`src/rtl/fifo_stream_drain_pkg.sv`:
```
// Shared constants for the FIFO stream drain: default word width, FIFO read
// latency and depth of the output buffer that absorbs that latency.
package fifo_stream_drain_pkg;

  localparam int DefaultWidth    = 8;
  localparam int FifoReadLatency = 1;
  localparam int BufDepth        = 2;

endpackage

```
`src/rtl/stream_skid_buf2.sv`:
```
// Two-entry register buffer with 1-bit head/tail pointers; the head entry is
// presented as a registered valid/data pair.
module stream_skid_buf2
  import fifo_stream_drain_pkg::*;
#(
  parameter int WIDTH = DefaultWidth
) (
  input  logic             clk,
  input  logic             rst_n,
  input  logic             flush_i,
  input  logic             push_i,
  input  logic [WIDTH-1:0] pushData_i,
  input  logic             pop_i,
  output logic [1:0]       count_o,
  output logic             valid_o,
  output logic [WIDTH-1:0] data_o
);

  logic [WIDTH-1:0] slot_q [BufDepth];
  logic [1:0]       count_q, count_d;
  logic             head_q, head_d;
  logic             tail_q, tail_d;

  // Pointers are single bits, so advancing is an inversion that wraps 1 -> 0.
  always_comb begin
    count_d = count_q;
    head_d  = head_q;
    tail_d  = tail_q;
    if (flush_i) begin
      count_d = 2'd0;
      head_d  = 1'b0;
      tail_d  = 1'b0;
    end else begin
      if (push_i) tail_d = ~tail_q;
      if (pop_i)  head_d = ~head_q;
      count_d = count_q + {1'b0, push_i} - {1'b0, pop_i};
    end
  end

  always_ff @(posedge clk) begin
    if (!rst_n) begin
      count_q   <= 2'd0;
      head_q    <= 1'b0;
      tail_q    <= 1'b0;
      slot_q[0] <= '0;
      slot_q[1] <= '0;
    end else begin
      count_q <= count_d;
      head_q  <= head_d;
      tail_q  <= tail_d;
      if (push_i && !flush_i) slot_q[tail_q] <= pushData_i;
    end
  end

  assign count_o = count_q;
  assign valid_o = (count_q != 2'd0);
  assign data_o  = slot_q[head_q];

endmodule

```
`src/rtl/fifo_stream_drain.sv`:
```
// Drains a 1-cycle-latency FIFO read port into a valid/ready stream.
// Optional delivered-beat counter port beat_cnt: define STREAM_DRAIN_CNT_EN.
module fifo_stream_drain
  import fifo_stream_drain_pkg::*;
#(
  parameter int WIDTH = DefaultWidth,
  parameter int CNT_W = 16
) (
  input  logic             clk,
  input  logic             rst_n,
  input  logic             flush,
  output logic             fifo_rd_en,
  input  logic [WIDTH-1:0] fifo_dout,
  input  logic             fifo_empty,
  output logic             out_valid,
  output logic [WIDTH-1:0] out_data,
  input  logic             out_ready
`ifdef STREAM_DRAIN_CNT_EN
  ,
  output logic [CNT_W-1:0] beat_cnt
`endif
);

  logic [1:0] count;
  logic [2:0] occupancy;
  logic       inflight_q;
  logic       pop;

  if (FifoReadLatency != 1 || CNT_W < 1) begin : gBadConfig
    $error("fifo_stream_drain: unsupported read latency or CNT_W");
  end

  assign pop       = out_valid && out_ready;
  assign occupancy = {1'b0, count} + {2'b00, inflight_q};

  // A read is issued only when its word is guaranteed a free slot at capture.
  assign fifo_rd_en = rst_n && !fifo_empty && !flush &&
                      ((occupancy <= 3'(BufDepth - 1)) ||
                       ((occupancy == 3'(BufDepth)) && pop));

  always_ff @(posedge clk) begin
    if (!rst_n || flush) inflight_q <= 1'b0;
    else                 inflight_q <= fifo_rd_en;
  end

  stream_skid_buf2 #(
    .WIDTH(WIDTH)
  ) uBuf (
    .clk        (clk),
    .rst_n      (rst_n),
    .flush_i    (flush),
    .push_i     (inflight_q),
    .pushData_i (fifo_dout),
    .pop_i      (pop),
    .count_o    (count),
    .valid_o    (out_valid),
    .data_o     (out_data)
  );

`ifdef STREAM_DRAIN_CNT_EN
  logic [CNT_W-1:0] beatCnt_q;

  // Counts delivered beats; flush deliberately leaves it alone.
  always_ff @(posedge clk) begin
    if (!rst_n)   beatCnt_q <= '0;
    else if (pop) beatCnt_q <= beatCnt_q + CNT_W'(1);
  end

  assign beat_cnt = beatCnt_q;
`endif

endmodule

```
`config.mk`:
```
export PLATFORM = sky130hd
export DESIGN_NAME = fifo_stream_drain
export DESIGN_NICKNAME = d
export VERILOG_FILES = /design/src/rtl/fifo_stream_drain_pkg.sv /design/src/rtl/stream_skid_buf2.sv /design/src/rtl/fifo_stream_drain.sv
export SDC_FILE = /design/constraint.sdc
export NUM_CORES = 1
export LEC_CHECK = 0
export BUFFER_PORTS_ARGS = -buffer_cell sky130_fd_sc_hd__buf_2
export CAP_MARGIN = 10
export CORE_ASPECT_RATIO = 0.9
export CORE_MARGIN = 1
export CORE_UTILIZATION = 29
export DETAILED_ROUTE_END_ITERATION = 10
export PLACE_DENSITY_LB_ADDON = 0.05
export SLEW_MARGIN = 20
export SYNTH_ARGS = -nofsm -noshare
export SYNTH_HDL_FRONTEND = slang
export SYNTH_SLANG_ARGS = --single-unit
```
`constraint.sdc`:
```
create_clock -name clk -period 1.61 [get_ports clk]
set_input_delay 0.2415 -clock clk [delete_from_list [all_inputs] [get_ports clk]]
set_output_delay 0.2415 -clock clk [all_outputs]
set_load 0.005 [all_outputs]
```
Yosys cells after proc, flatten, opt, wreduce, memory -nomap -nowiden
Memories as Yosys holds them, arrays and structs flattened. A register that Yosys moved wholly into a read port is not among the register bits.
Cells that the tools add are included.
Word-level totals
  latch bits: 0
  output and inout port bits: 10
  flip-flop bits (word level): 5
  bits in writable memories: 16
  bits of input ports: 13
  memory bits (read-only): 0
  memories: 1
Operators by class
  add/subtract/negate cells: 3
  shift-type cells: 0
  order comparisons: 1
  $mul: 0
  bitwise logic cells: 3
  divide/modulo/power cells: 0
  reduce and logical (&&, ||, !) cells: 14
  mux-type cells: 9
  eq/ne operators: 1
Memory list
  uBuf.slot_q: words 2, bits a word 8, read ports 1, clocked after Yosys merged registers in 1, write ports 2, line stream_skid_buf2.sv:19  | logic [WIDTH-1:0] slot_q [BufDepth];
Operators by type and width (count)
  1-bit 2-to-1 mux: 8
  8-bit 2-to-1 mux: 1
  8-bit OR reduction: 1
  1-bit logical AND: 6
  2-bit by 1-bit adder with 3-bit output: 1
  3-bit by 2-bit equality test with 1-bit output, second input constant: 1
  3-bit by 1-bit less-or-equal comparator with 1-bit output, second input constant: 1
  1-bit zero test: 3
  1-bit NOT: 3
  2-bit by 1-bit adder with 2-bit output: 1
  1-bit logical OR: 2
  2-bit nonzero test: 1
  2-bit OR reduction: 1
  2-bit by 1-bit subtractor with 2-bit output: 1

Logic depth before layout (Yosys ltp)
Gate-level depths: netlist of the first run.
  word-level depth: 7
  mapped depth: 7
  depth with buffers taken out: 7

Modules after synthesis
Synthesis of the first run repeated with hierarchy kept, for this count alone.
Second synthesis, totals
  cell total of the unflattened synthesis: 85
  area total of the unflattened synthesis: 1082.3 um^2
Modules (own cells, without submodules)
  stream_skid_buf2: cells an instance 68, area each 950.9 um^2, times used 1
  fifo_stream_drain: cells an instance 17, area each 131.4 um^2, times used 1

Worst setup path after synthesis of the first run
Ideal clock, no wire load.
  kind: register -> register
  start point: reg uBuf.count_q[1], in the netlist uBuf.count_o[1]
  end point: reg uBuf.count_q[1], in the netlist uBuf.count_o[1]
  clock period less this slack: 1428 ps
  cell stages (with the launch flop): 8
  path buffers: 0
  arrival time: 1314 ps
  required time: 1495 ps
  setup slack: 182 ps
  cell sequence: dfxtp_1 > o21a_1 > ha_1 > inv_1 > ha_1 > xor2_1 > xnor2_1 > nor2_1
On the way
  cells in the longest elaborated chain, start to end: 3
Ends and longest elaborated chain
  start, declared: line stream_skid_buf2.sv:20  | logic [1:0] count_q, count_d;
  start signal, assigned: line stream_skid_buf2.sv:48  | count_q <= count_d;
  2-bit nonzero test: line stream_skid_buf2.sv:56  | assign valid_o = (count_q != 2'd0);
  1-bit logical AND: line fifo_stream_drain.sv:33  | assign pop = out_valid && out_ready;
  net pop: line fifo_stream_drain.sv:27  | logic pop;
  2-bit by 1-bit subtractor with 2-bit output: line stream_skid_buf2.sv:36  | count_d = count_q + {1'b0, push_i} - {1'b0, pop_i};
The timed path passes the listed nets, and every way through them passes these cells.
A chain may end at the register's enable or synchronous reset.

Final worst setup path of the first run
  start point: reg inflight_q
  end point: out fifo_rd_en
On the way
  cells in the longest elaborated chain, start to end: 5
Ends and longest elaborated chain
  start, declared: line fifo_stream_drain.sv:26  | logic inflight_q;
  start signal, assigned: line fifo_stream_drain.sv:43  | else inflight_q <= fifo_rd_en;
  2-bit by 1-bit adder with 3-bit output *: line fifo_stream_drain.sv:34  | assign occupancy = {1'b0, count} + {2'b00, inflight_q};
  branches (longest 2 deep; another with 3-bit by 1-bit less-or-equal comparator with 1-bit output)
  1-bit logical OR *: line fifo_stream_drain.sv:38  | ((occupancy <= 3'(BufDepth - 1)) ||
  1-bit logical AND *: line fifo_stream_drain.sv:37  | assign fifo_rd_en = rst_n && !fifo_empty && !flush &&
  end, declared: line fifo_stream_drain.sv:12  | output logic fifo_rd_en,
Every way passes the cells marked *.

==> reports/metrics.yaml, run 1 <==
placement:
  place_area_sq_um: 1241
  dp_hpwl_microns: 1277
  place_inst: 147
  io_buffers: 22
  gp_congestion: 0.6497
critical_path:
  crit_buf_inv: 2
  critPathLaunchType: "flop"
  cp-end-kind: "primary output"
  crit_path_max_incr_delay_ps: 360
  cp.arrival_ps: 1380
  slowest_stage: "dfxtp_2"
  critPathMostFrequentCell: "ha_4"
  cp_top_family: "adder cells"
  cp.required_ps: 1370
  path_class: "flop to primary output"
  crit_chain: "ha_4, inv_2, ha_4, a31oi_4, nor3_2, buf_2"
  crit_fanout: 2
drt:
  via_count: 658
  wl_per_cell_microns: 11.96
  drcViolationCount: 0
  first_pass_iters: 5
  drt-total-wl_microns: 1842
  viasPerCell: 4.273
  drt_iter0_markers: 18
  antenna_violating_nets_post_route: 0
power:
  internal_power_mw: 0.8525
  p_leak_nw: 0.5886
  seq_power_share_pct: 58.4
  p_comb_share_pct: 9.5
  clkPwrFrac_pct: 32.1
  power_switching_mw: 0.2298
  vdd_ir_drop_max_mv: 0.2609
  switching_share_pct: 21.23
  power_density_nw_per_um2: 780.6
cells_and_area:
  nNetsFinal: 129
  synthToLayoutAreaGrowth_pct: 33.01
  antenna_cells: 0
  finalNonFillerCells: 154
  final_core_util_pct: 40.74
  post-route-cell-area_sq_um: 1386
  final_layout_size_suffix_gt1_share_pct: 60.00
flow_run:
  max-cap-violations: 0
grt:
  antenna_found_initial: 0
  grt_max_degree: 13
  grt_pass1_wl_microns: 2904
  grt_pass1_vias: 575
  overflow: 0
  grt_usage_pct: 10.94
floorplanning:
  rows: 20
  die_h_microns: 58.88
  dieWidth_microns: 65.19
  initial_core_util_pct: 30.63
  core_sq_um: 3403
  ios: 23
  die-area_sq_um: 3838
timing:
  tns_ps: -10.47
  finClkSkew_ps: 2.406
  holdWs_ps: 155.5
  worst_pin_slew_ps: 218.9
  grt_setup_unrepaired: "yes"
  max_slew_margin_pct: 85.40
  worst_slack_ps: -10.47
  hold_viol: 0
  finalCriticalPeriod_ps: 1620
  min_period_over_period_pct: 100.7
  final_max_slew_viol_count: 0
  timing.fmax_mhz: 617.1
  setup_violations: 1
clock_network:
  numClockSinks: 22
  cts_root_buffer: "clkbuf_8"
  cts_hold_buf: 0
  cts_tree: "done"
  ctsHtreeMaxLevel: 1
  cts_buffers: 3
  clockBufferDepth: 2
  clock_latency_ps: 260
  clk_pin_slew_ps: 80
outcome:
  failed_checks: "setup timing"
  status: "finished, violations left"
synthesis:
  netlist_area_sq_um: 1042
  ys_types: 22
  syn_inst: 78
  ys_seq_area_share_pct: 57.62
  synth-seq-cells: 22
  syn_area_per_cell_sq_um: 13.36
  synth_nets: 96
  yosysWarnings: 0
hold_path:
  hold_class: "input pin to flop"
[synthesized netlist by cell type]
master | instances | area share [%]
buf_6 | 1 | 1.1
nor3_1 | 2 | 0.96
ha_1 | 5 | 6.0
or2b_1 | 1 | 0.72
xor2_1 | 1 | 0.84
and2_1 | 8 | 4.8
nand2b_1 | 1 | 0.60
and2_2 | 9 | 6.5
a31oi_1 | 1 | 0.60
nand2b_4 | 1 | 1.3
mux2_2 | 8 | 8.6
nor3b_4 | 1 | 1.8
nor2_1 | 5 | 1.8
xnor2_1 | 3 | 2.5
o21a_1 | 1 | 0.72
inv_1 | 4 | 1.4
edfxtp_1 | 16 | 46
buf_2 | 1 | 0.48
and3_1 | 1 | 0.60
dfxtp_1 | 6 | 12
nand2_1 | 1 | 0.36
nor2b_1 | 1 | 0.60
[power by group through the flow]
stage,clock network (mW),registers [mW],logic (mW)
2_1_floorplan,0,0.642,0.0421
3_3_place_gp,0,0.643,0.0902
3_5_place_dp,0,0.644,0.0900
4_1_cts,0.357,0.632,0.0996
5_1_grt,0.379,0.634,0.115
6_report,0.347,0.632,0.103
[cells by family (layout without fill, tap and decap cells)]
family / after synthesis / count (layout) / share of synthesized area (%)
buffers and inverters: 6 / 38 / 3.000
adders and majority gates: 5 / 5 / 6.002
DFF: 22 / 22 / 57.62
AOI/OAI and AO/OA: 2 / 2 / 1.321
xor gates and xnor gates: 4 / 4 / 3.362
and+or+nand+nor: 31 / 31 / 20.05
muxes: 8 / 8 / 8.644
[worst reg2reg max path, stage by stage, from the launching register on]
cell and delay [ps]:
dfxtp_2 340, buf_4 140, o21a_4 200, ha_1 260, inv_1 60, ha_2 180, xor2_2 140, xnor2_1 130
nor2_1 50
[layer usage]
metal	vias to the layer above	share of wire, %	GRT usage, %	wire length [microns]
li1	330	-	-	-
met1	306	47	14.30	868
met2	18	45	15.76	828
met3	4	5.8	2.907	106
met4	0	2.1	7.453	39
met5	-	0	0	0
[layout by cell type (no fill, tap or decap), types with 2 or more instances in the layout]
| master | synthesis | layout |
|---|---|---|
| ha_4 | 0 | 2 |
| dfxtp_2 | 0 | 4 |
| and2_2 | 9 | 9 |
| clkbuf_8 | 0 | 3 |
| ha_2 | 0 | 2 |
| xnor2_1 | 3 | 3 |
| and2_1 | 8 | 8 |
| buf_2 | 1 | 22 |
| nor2_1 | 5 | 4 |
| inv_1 | 4 | 3 |
| edfxtp_1 | 16 | 16 |
| buf_4 | 0 | 7 |
| mux2_2 | 8 | 8 |
| dfxtp_1 | 6 | 2 |
[timing repair]
action	4_1_cts	5_1_grt
endpoints found under the setup margin	9	2
buffers inserted	1	2
pin swaps	5	5
gates resized for setup	13	5
[sequential cells by signal, summed over array words and instances (netlist names), named ones only]
signal        cells
uBuf.slot_q      16
uBuf.count_o      2
inflight_q        1
uBuf.head_q       1
uBuf.tail_q       1
[final timing paths]
path / startpoint / end / slack [ps] / cells after the start
max reg2reg: uBuf.count_o[0] / uBuf.count_o[1] / 10 / 8
min: fifo_empty / inflight_q / 160 / 2
max: inflight_q / fifo_rd_en / -10 / 6
min reg2reg: uBuf.head_q / flop / 520 / 2
[area by class of cell]
type | instances | area (sq um)
Fill cell | 350 | 2017
Sequential cell | 22 | 605.6
Multi-Input combinational cell | 50 | 483.0
Timing Repair Buffer | 30 | 182.7
Tap cell | 44 | 55.05
Clock buffer | 3 | 41.29
Inverter | 4 | 15.01
Clock inverter | 1 | 3.754
[per-stage QoR]
stage,power (mW),setup slack (ps)
2_1_floorplan,0.6842,181.7
3_3_place_gp,0.7336,117.9
3_5_place_dp,0.7341,83.46
4_1_cts,1.088,-102.3
5_1_grt,1.128,-80.10
6_report,1.082,-10.47
Note: power is estimated with default switching activity, not from simulation.
==> inputs of run 2 (changes only) <==
--- a/config.mk
+++ b/config.mk
@@ -11,7 +11,7 @@
 export CORE_MARGIN = 1
 export CORE_UTILIZATION = 29
 export DETAILED_ROUTE_END_ITERATION = 10
-export PLACE_DENSITY_LB_ADDON = 0.05
+export PLACE_DENSITY_LB_ADDON = 0.3
 export SLEW_MARGIN = 20
 export SYNTH_ARGS = -nofsm -noshare
 export SYNTH_HDL_FRONTEND = slang
==> run 2 against run 1 <==
Effect of this change:
- power grew 15%
- sequential power barely moved
- die area unchanged
- critical path depth rose by 2
- routed wire length is 8.1% higher
- critical endpoint is now uBuf.count_o[1]
- sequential share of layout area is 1.2 points lower
- flip-flop and latch count did not move
- combinational power is essentially flat
- first-iteration DRC count shrank 67%
- non-clock buffer count up 2
- via count up 3.0%
- cell count increased by 1.3%
- the run still ends with setup timing left
==> reports/metrics.yaml, run 2 (synthesis results as in run 1) <==
critical_path:
  cp.arrival_ps: 1780
  cp.required_ps: 1760
  crit_path_max_incr_delay_ps: 340
  critPathLaunchType: "flop"
  reg2reg_from: "uBuf.count_o[0]"
  cp-end-kind: "flop"
  slowest_stage: "dfxtp_2"
  crit_fanout: 3
  ff2ff_path_depth: 8
  r2r_slack_ps: -20
  path_class: "flop to flop"
  r2r-end: "uBuf.count_o[1]"
  crit_chain: "buf_4, o21a_4, ha_4, inv_1, ha_2, xor2_1, xnor2_1, nor2_1"
cells_and_area:
  most-common-layout-cells: "buf_2, edfxtp_1, buf_4, and2_2"
  final_core_util_pct: 42.10
  largest_reg_flops: 16
  final_common_cell: "buf_2"
  n_fill_cell: 333
  nNetsFinal: 131
  final_layout_size_suffix_gt1_share_pct: 61.61
  antenna_cells: 0
  synthToLayoutAreaGrowth_pct: 37.45
  top_register: "uBuf.slot_q"
outcome:
  status: "finished, violations left"
  failed_checks: "setup timing"
grt:
  overflow: 0
  grt_pass1_vias: 663
  grt_usage_pct: 11.11
  grt_pass1_wl_microns: 3084
  antenna_found_initial: 0
  grt_max_degree: 14
clock_network:
  cts_buffers: 3
  cts_tree: "done"
  clk_pin_slew_ps: 80
  clock_latency_ps: 260
  cts_root_buffer: "clkbuf_8"
  cts_hold_buf: 0
  clockBufferDepth: 2
  ctsHtreeMaxLevel: 1
  numClockSinks: 22
drt:
  viasPerCell: 4.346
  drt_iter0_markers: 6
  first_pass_iters: 4
  drt-total-wl_microns: 1992
  via_count: 678
  wl_per_cell_microns: 12.77
  antenna_violating_nets_post_route: 0
  drcViolationCount: 0
hold_path:
  min_to: "inflight_q"
  min_path_cells: 2
  hold_class: "input pin to flop"
  hp-start: "fifo_empty"
timing:
  worst_pin_slew_ps: 358.0
  grt_setup_unrepaired: "yes"
  hold_viol: 0
  setup_violations: 2
  max_slew_margin_pct: 76.13
  tns_ps: -40.89
  timing.fmax_mhz: 612.9
  finClkSkew_ps: 3.509
  min_period_over_period_pct: 101.3
  finalCriticalPeriod_ps: 1632
  final_max_slew_viol_count: 0
  worst_slack_ps: -21.50
floorplanning:
  rows: 20
  dieWidth_microns: 65.19
  die-area_sq_um: 3838
  core_sq_um: 3403
  ios: 23
  die_h_microns: 58.88
  initial_core_util_pct: 30.63
flow_run:
  max-cap-violations: 0
power:
  power_density_nw_per_um2: 871.6
  power.total_mw: 1.249
  p_leak_nw: 0.6083
  vdd_ir_drop_max_mv: 0.6794
placement:
  gp_congestion: 0.7105
  dp_hpwl_microns: 1325
  io_buffers: 22
[run 2: cell count changes in the layout (fill, tap and decap cells not counted)]
| cell | previous run | this run |
|---|---|---|
| bufinv_16 | 0 | 1 |
| dfxtp_2 | 4 | 3 |
| clkinv_1 | 1 | 0 |
| ha_4 | 2 | 4 |
| buf_12 | 1 | 0 |
| ha_1 | 1 | 0 |
| xor2_1 | 0 | 1 |
| xor2_2 | 1 | 0 |
| dfxtp_4 | 0 | 1 |
| buf_4 | 7 | 10 |
| ha_2 | 2 | 1 |
[run 2: how the worst max path moves through the flow]
stage	start	cells after the start	slack [ps]	to
floorplan	uBuf.count_o[1]	7	180	uBuf.count_o[1]
global placement	uBuf.count_o[1]	7	150	uBuf.count_o[1]
detailed placement	uBuf.count_o[1]	7	70	uBuf.count_o[1]
CTS	inflight_q	6	-100	fifo_rd_en
global route	uBuf.count_o[0]	6	-100	fifo_rd_en
finish	uBuf.count_o[0]	8	-20	uBuf.count_o[1]
[run 2: per-stage QoR]
stage | cells | worst slack [ps] | hold slack (ps) | cell area, sq um
after floorplan | 78 | 181.7 | 320.8 | 1042
after global placement | 147 | 147.1 | 423.4 | 1229
after detailed placement | 147 | 71.00 | 431.5 | 1229
after CTS | 153 | -103.9 | 144.1 | 1363
after global routing | 156 | -100.9 | 157.1 | 1433
final | 156 | -21.50 | 155.0 | 1433
[run 2: metal layers]
layer / up-vias / wire length (microns) / track usage, %
li1: 332 / - / -
met1: 325 / 814 / 12.03
met2: 17 / 1061 / 19.88
met3: 4 / 94 / 3.682
met4: 0 / 22 / 4.658
met5: - / 0 / 0
[run 2: final cells by class]
cell class / count / area (sq um) / share of cell area (%)
Inverter: 4 / 15.01 / 1.048
Tap cell: 44 / 55.05 / 3.843
Sequential cell: 22 / 608.1 / 42.45
Multi-Input combinational cell: 50 / 498.0 / 34.76
Timing Repair Buffer: 32 / 185.2 / 12.93
Clock buffer: 3 / 41.29 / 2.882
Clock inverter: 1 / 30.03 / 2.096
[run 2: where the power goes]
group | switching [mW] | internal [mW]
clock network | 0.180 | 0.332
registers | 0.00806 | 0.623
logic | 0.0480 | 0.0571
total | 0.236 | 1.01
[run 2: what timing repair did]
item | 4_1_cts | 5_1_grt
gates cloned | 0 | 0
pin swaps | 5 | 8
setup buffers | 2 | 3
endpoints found under the setup margin | 1 | 10
gates resized for setup | 11 | 8
[run 2: critical path, delay by kind of cell (launching register included)]
family | cells | cell delay (ps)
buffers and inverters | 2 | 180
and+or+nand+nor | 1 | 70
DFF | 1 | 340
adders and majority gates | 2 | 420
AOI/OAI and AO/OA | 1 | 220
xor gates and xnor gates | 2 | 300
